[src/rtl/li_seq_gen_pkg.sv]
// Shared definitions for the constant-materialisation sequencer: request modes,
// FSM states, RV64I opcode/funct3 constants and request classification.
package li_seq_gen_pkg;

    typedef enum logic [1:0] {
        M0,
        M12,
        M32,
        M64
    } li_mode_e;

    typedef enum logic {
        S_IDLE,
        S_EMIT
    } li_state_e;

    localparam logic [6:0] OP_IMM   = 7'b0010011;
    localparam logic [6:0] OP_IMM32 = 7'b0011011;
    localparam logic [6:0] OP_LUI   = 7'b0110111;
    localparam logic [2:0] F3_ADD   = 3'b000;
    localparam logic [2:0] F3_SLL   = 3'b001;

    // Shortest sequence class for the request; rd == x0 always collapses to a nop.
    function automatic li_mode_e classify(input logic [4:0] rd, input logic [63:0] imm);
        li_mode_e m;
        if (rd == '0) begin
            m = M0;
        end else if (imm == {{52{imm[11]}}, imm[11:0]}) begin
            m = M12;
        end else if (imm == {{32{imm[31]}}, imm[31:0]}) begin
            m = M32;
        end else begin
            m = M64;
        end
        return m;
    endfunction

endpackage

[src/rtl/li_word_enc.sv]
// Combinational encoder: maps (mode, step, rd, imm) to one raw RV64I word, its
// last-word flag and the following step index.
module li_word_enc
    import li_seq_gen_pkg::*;
(
    input  li_mode_e    mode,
    input  logic [2:0]  step,
    input  logic [4:0]  rd,
    input  logic [63:0] imm,
    output logic [31:0] instr,
    output logic        last,
    output logic [2:0]  step_next
);

    logic [31:0] v;
    logic [31:0] v_rnd;
    logic        fits12;
    logic        two_word;
    logic [31:0] w_addi0;
    logic [31:0] w_lui;
    logic [31:0] w_addiw;
    logic [31:0] w_mat;

    // Steps 0/1 are the 32-bit materialisation (step 1 = addiw, possibly skipped);
    // steps 2..7 are the shift/add chunks of the 64-bit tail.
    always_comb begin
        v        = (mode == M64) ? imm[63:32] : imm[31:0];
        v_rnd    = v + 32'h0000_0800;
        fits12   = (v == {{20{v[11]}}, v[11:0]});
        two_word = !fits12 && (v[11:0] != '0);
        w_addi0  = {v[11:0], 5'd0, F3_ADD, rd, OP_IMM};
        w_lui    = {v_rnd[31:12], rd, OP_LUI};
        w_addiw  = {v[11:0], rd, F3_ADD, rd, OP_IMM32};
        if (step == 3'd0) begin
            w_mat = fits12 ? w_addi0 : w_lui;
        end else begin
            w_mat = w_addiw;
        end
    end

    always_comb begin
        instr     = '0;
        last      = 1'b0;
        step_next = step + 3'd1;
        case (mode)
            M0: begin
                instr = {12'd0, 5'd0, F3_ADD, 5'd0, OP_IMM};
                last  = 1'b1;
            end
            M12: begin
                instr = w_addi0;
                last  = 1'b1;
            end
            M32: begin
                instr = w_mat;
                last  = (step == {2'b00, two_word});
            end
            M64: begin
                if (step == 3'd0 && !two_word) begin
                    step_next = 3'd2;
                end
                last = (step == 3'd7);
                case (step)
                    3'd0, 3'd1: instr = w_mat;
                    3'd2:       instr = {6'd0, 6'd11, rd, F3_SLL, rd, OP_IMM};
                    3'd3:       instr = {1'b0, imm[31:21], rd, F3_ADD, rd, OP_IMM};
                    3'd4:       instr = {6'd0, 6'd11, rd, F3_SLL, rd, OP_IMM};
                    3'd5:       instr = {1'b0, imm[20:10], rd, F3_ADD, rd, OP_IMM};
                    3'd6:       instr = {6'd0, 6'd10, rd, F3_SLL, rd, OP_IMM};
                    default:    instr = {2'b00, imm[9:0], rd, F3_ADD, rd, OP_IMM};
                endcase
            end
            default: begin
                instr = '0;
                last  = 1'b0;
            end
        endcase
    end

endmodule

[src/rtl/li_seq_gen.sv]
// Constant-materialisation sequencer: accepts (rd, imm) and emits, one per output
// handshake, the addi/lui/addiw/slli words that load imm into rd.
module li_seq_gen
    import li_seq_gen_pkg::*;
(
    input  logic        clk,
    input  logic        reset,
    input  logic        req_valid,
    output logic        req_ready,
    input  logic [4:0]  req_rd,
    input  logic [63:0] req_imm,
    output logic        out_valid,
    input  logic        out_ready,
    output logic [31:0] out_instr,
    output logic        out_last,
    output logic        busy
);

    li_state_e   state_q, state_d;
    li_mode_e    mode_q, mode_d;
    logic [2:0]  step_q, step_d;
    logic [4:0]  rd_q, rd_d;
    logic [63:0] imm_q, imm_d;

    logic [31:0] enc_instr;
    logic        enc_last;
    logic [2:0]  enc_step_next;

    li_word_enc u_enc (
        .mode      (mode_q),
        .step      (step_q),
        .rd        (rd_q),
        .imm       (imm_q),
        .instr     (enc_instr),
        .last      (enc_last),
        .step_next (enc_step_next)
    );

    always_ff @(posedge clk or negedge reset) begin
        if (!reset) begin
            state_q <= S_IDLE;
            mode_q  <= M0;
            step_q  <= '0;
            rd_q    <= '0;
            imm_q   <= '0;
        end else begin
            state_q <= state_d;
            mode_q  <= mode_d;
            step_q  <= step_d;
            rd_q    <= rd_d;
            imm_q   <= imm_d;
        end
    end

    always_comb begin
        state_d = state_q;
        mode_d  = mode_q;
        step_d  = step_q;
        rd_d    = rd_q;
        imm_d   = imm_q;
        case (state_q)
            S_IDLE: begin
                if (req_valid) begin
                    mode_d  = classify(req_rd, req_imm);
                    rd_d    = req_rd;
                    imm_d   = req_imm;
                    step_d  = '0;
                    state_d = S_EMIT;
                end
            end
            S_EMIT: begin
                if (out_ready) begin
                    if (enc_last) begin
                        step_d  = '0;
                        state_d = S_IDLE;
                    end else begin
                        step_d = enc_step_next;
                    end
                end
            end
            default: state_d = S_IDLE;
        endcase
    end

    always_comb begin
        req_ready = (state_q == S_IDLE);
        busy      = (state_q == S_EMIT);
        out_valid = busy;
        out_instr = busy ? enc_instr : '0;
        out_last  = busy & enc_last;
    end

endmodule

[config.mk]
export PLATFORM = sky130hd
export DESIGN_NAME = li_seq_gen
export DESIGN_NICKNAME = d
export VERILOG_FILES = /design/src/rtl/li_seq_gen_pkg.sv /design/src/rtl/li_word_enc.sv /design/src/rtl/li_seq_gen.sv
export SDC_FILE = /design/constraint.sdc
export NUM_CORES = 1
export LEC_CHECK = 0
export CELL_PAD_IN_SITES_DETAIL_PLACEMENT = 0
export CELL_PAD_IN_SITES_GLOBAL_PLACEMENT = 1
export CORE_ASPECT_RATIO = 1.5
export CORE_MARGIN = 5
export CORE_UTILIZATION = 43
export CTS_CLUSTER_DIAMETER = 50
export DETAILED_ROUTE_END_ITERATION = 7
export PLACE_DENSITY_LB_ADDON = 0.1
export SETUP_SLACK_MARGIN = 0.05
export SYNTH_ARGS = -nofsm -noshare
export SYNTH_HDL_FRONTEND = slang
export SYNTH_SLANG_ARGS = --single-unit
[constraint.sdc]
create_clock -name clk -period 6.05 [get_ports clk]
set_input_delay 1.5125 -clock clk [delete_from_list [all_inputs] [get_ports clk]]
set_output_delay 1.5125 -clock clk [all_outputs]
set_load 0.05 [all_outputs]
==> flow_metrics.env <==
export IMPL_status="finished, final reports clean"
export IMPL_cap_violations=0
export IMPL_startpoint_type="flip-flop"
export IMPL_syn_num_nets=634
export IMPL_cp_data_arrival_time_ps=3990
export IMPL_setup_viol=0
export IMPL_die_area_um2=14670
export IMPL_yosysUniqueCellTypes=64
export IMPL_wirelength_mm=17.56
export IMPL_cts_num_sinks=75
export IMPL_yosys_mux_area_fraction_pct=20.88
export IMPL_post_cts_resize_count=0
export IMPL_die_w_um=100.6
export IMPL_routed_via_density=6.114
export IMPL_p_leak_nw=2.798
export IMPL_slew_headroom_pct=35.37
export IMPL_core_um2=12020
export IMPL_power_density_nw_per_um2=698.4
export IMPL_ys_seq_elements=75
export IMPL_routedWlPerCell_um=21.83
export IMPL_path_class="reg -> out"
export IMPL_path_max_fanout=31
export IMPL_synthFlopType="dfrtp_1"
export IMPL_holdWs_ps=524.9
export IMPL_synth_most_common_cell="dfrtp_1"
export IMPL_seqCellArea_um2=1877
export IMPL_numCtsBuffers=9
export IMPL_grt_pass1_wl_mm=28.18
export IMPL_firstDrtPassIters=7
export IMPL_syn2layout_area_growth_pct=31.10
export IMPL_cts_max_level=3
export IMPL_clock_skew_ps=6.460
export IMPL_max_freq_mhz=181.6
export IMPL_ys_async_sr_fraction_pct=100.0
export IMPL_synthTopCellsByCount="75 x dfrtp_1, 71 x mux2_2, 67 x nand2_1"
export IMPL_num_fill_cells=1109
export IMPL_synth_cells=555
export IMPL_cts_tree="done"
export IMPL_drtIter0Drc=341
export IMPL_crit_required_ps=4540
export IMPL_rsz0062_at_grt="no"
export IMPL_drive_gt1_share_pct=21.04
export IMPL_synth_xor_area_share_pct=3.311
export IMPL_root_buffer="clkbuf_16"
export IMPL_clk_pin_slew_ps=60
export IMPL_synth_top_area_share_pct=35.48
export IMPL_fin_tns_setup_ps=0
export IMPL_drc=0
export IMPL_ir_drop_mv=0.3321
export IMPL_grt_usage_pct=24.57
export IMPL_multi_input_area_um2=3194
export IMPL_ioPinCount=109
export IMPL_die_y_um=145.8
export IMPL_start_util_pct=44.02
export IMPL_fin_crit_sh_pct=91.02
export IMPL_clk_path_buf_depth=2
export IMPL_synth_adder_area_share_pct=1.419
export IMPL_utilization_pct=57.72
export IMPL_ant_nets=0
export IMPL_fin_crit_ps=5507
export IMPL_tightestPinTransition_ps=969.4
export IMPL_place_congestion=0.8950
export IMPL_grt_overflow=0
export IMPL_synth_compound_area_share_pct=12.82
export IMPL_portBuffers=107
export IMPL_maxSlewViolCount=0
export IMPL_synth_edf_count=0
export IMPL_syn_cell_area_um2=5290
export IMPL_clk_latency_ps=340
export IMPL_min_path_type="reg -> reg"
export IMPL_cts_setup_buffers=0
export IMPL_antenna_cells=0
export IMPL_synth_top_family_by_area="simple AND/OR/NAND/NOR gates"
export IMPL_yosys_top_cells_area="dfrtp_1 35%, mux2_2 15%, mux2i_1 5.5%, nand2_1 4.8%, nor4_1 3.8%"
export IMPL_final_hold_viol_count=0
export IMPL_syn_area_per_cell_um2=9.532
export IMPL_crit_path_end_kind="output port"
export IMPL_synth_warnings=0
export IMPL_num_vias=4916
export IMPL_antenna_found_initial=0
export IMPL_post_dp_hpwl_mm=13.73
export IMPL_postCtsHoldBufs=0
export IMPL_nets=725
export IMPL_rows=49
export IMPL_yosysTopAreaCell="dfrtp_1"
export IMPL_ys_seq_area_share_pct=35.48
export IMPL_grt_pass1_vias=5171
export IMPL_grt_start_max_net_pins=76
export IMPL_synthSimpleGateAreaFrac_pct=21.83
critical path, stage by stage, from the launching register on:
cell and delay, ps:
dfrtp_1 550, and2_4 510, nand2_1 90, a21boi_1 140
buf_4 170, inv_1 70, ha_1 220, nor4_1 60
and3_1 190, a31oi_1 180, nand3_1 140, nand2_2 370
nand3_2 230, inv_2 290, a32o_1 270, buf_12 150
registers in the layout, summed over array words and instances, names as in the netlist:
signal / cells
step_q: 3
busy: 1
rd_q: 5
imm_q: 64
mode_q: 2
cell usage in the layout (no fill, tap or decap), drive strengths merged, types with 3 or more instances in the layout:
cell and n:
xnor2 11, a22oi 3, nor4 32, xor2 9, a22o 4, o32ai 3
o21ai 22, clkbuf 10, buf 31, clkdlybuf4s50 84, a31oi 3, nor2b 3
nor2 28, inv 12, mux2 72, mux2i 29, a221oi 4, nand4 26
dfrtp 75, a211o 3, clkinv 3, o211ai 3, nand3 19, and2 12
a21oi 8, ha 6, and3 3, nand2 68, a221o 5, nor3 21
o22ai 11
worst paths after layout:
check / from / to / slack, ps / cells past startpoint
worst max-delay path: mode_q[1]$_DFFE_PN0P_ / out_instr[15] / 540 / 15
min in group asynchronous: reset / imm_q[37]$_DFFE_PN0P_ / 1410 / 2
max in group asynchronous: reset / imm_q[44]$_DFFE_PN0P_ / 4010 / 2
worst min register to register: rd_q[4]$_DFFE_PN0P_ / rd_q[4]$_DFFE_PN0P_ / 520 / 1
worst max register to register: mode_q[1]$_DFFE_PN0P_ / busy$_DFF_PN0_ / 2830 / 13
worst min-delay path: rd_q[4]$_DFFE_PN0P_ / rd_q[4]$_DFFE_PN0P_ / 520 / 1
cells by family after synthesis:
family | after synthesis
simple gates | 222
other cells | 1
buf+inv | 45
mux | 101
fa+ha+maj | 6
compound gates | 85
xor+xnor | 20
flops | 75
layer usage:
layer	share of wire [%]	GRT usage, %	vias up
li1	-	-	2279
met1	39	29.50	2420
met2	52	42.80	174
met3	5.2	4.652	43
met4	3.6	9.305	0
met5	0	0	-
area by class of cell:
class / count / area share, %
clock buffer: 10 / 3.301
clock inverter: 6 / 1.046
timing repair buffer: 115 / 19.23
tap: 153 / 2.760
multi-input combinational: 435 / 46.06
sequential: 75 / 27.06
inverter: 10 / 0.5412
metrics by stage:
stage | instances | setup WS [ps] | area, µm² | total power, mW
after CTS | 804 | 571.7 | 6935 | 4.852
after global routing | 804 | 350.9 | 6935 | 5.089
after detailed placement | 788 | 954.5 | 6634 | 4.285
final | 804 | 543.1 | 6935 | 4.844
after global placement | 788 | 1033 | 6634 | 4.257
after floorplan | 555 | 798.2 | 5290 | 3.035
power by group:
group / total [mW] / switching, mW / internal, mW
registers: 1.19 / 0.434 / 0.754
clock network: 0.551 / 0.227 / 0.325
logic: 3.10 / 1.75 / 1.35
total: 4.84 / 2.41 / 2.43
Power figures use the tool's default switching activity.
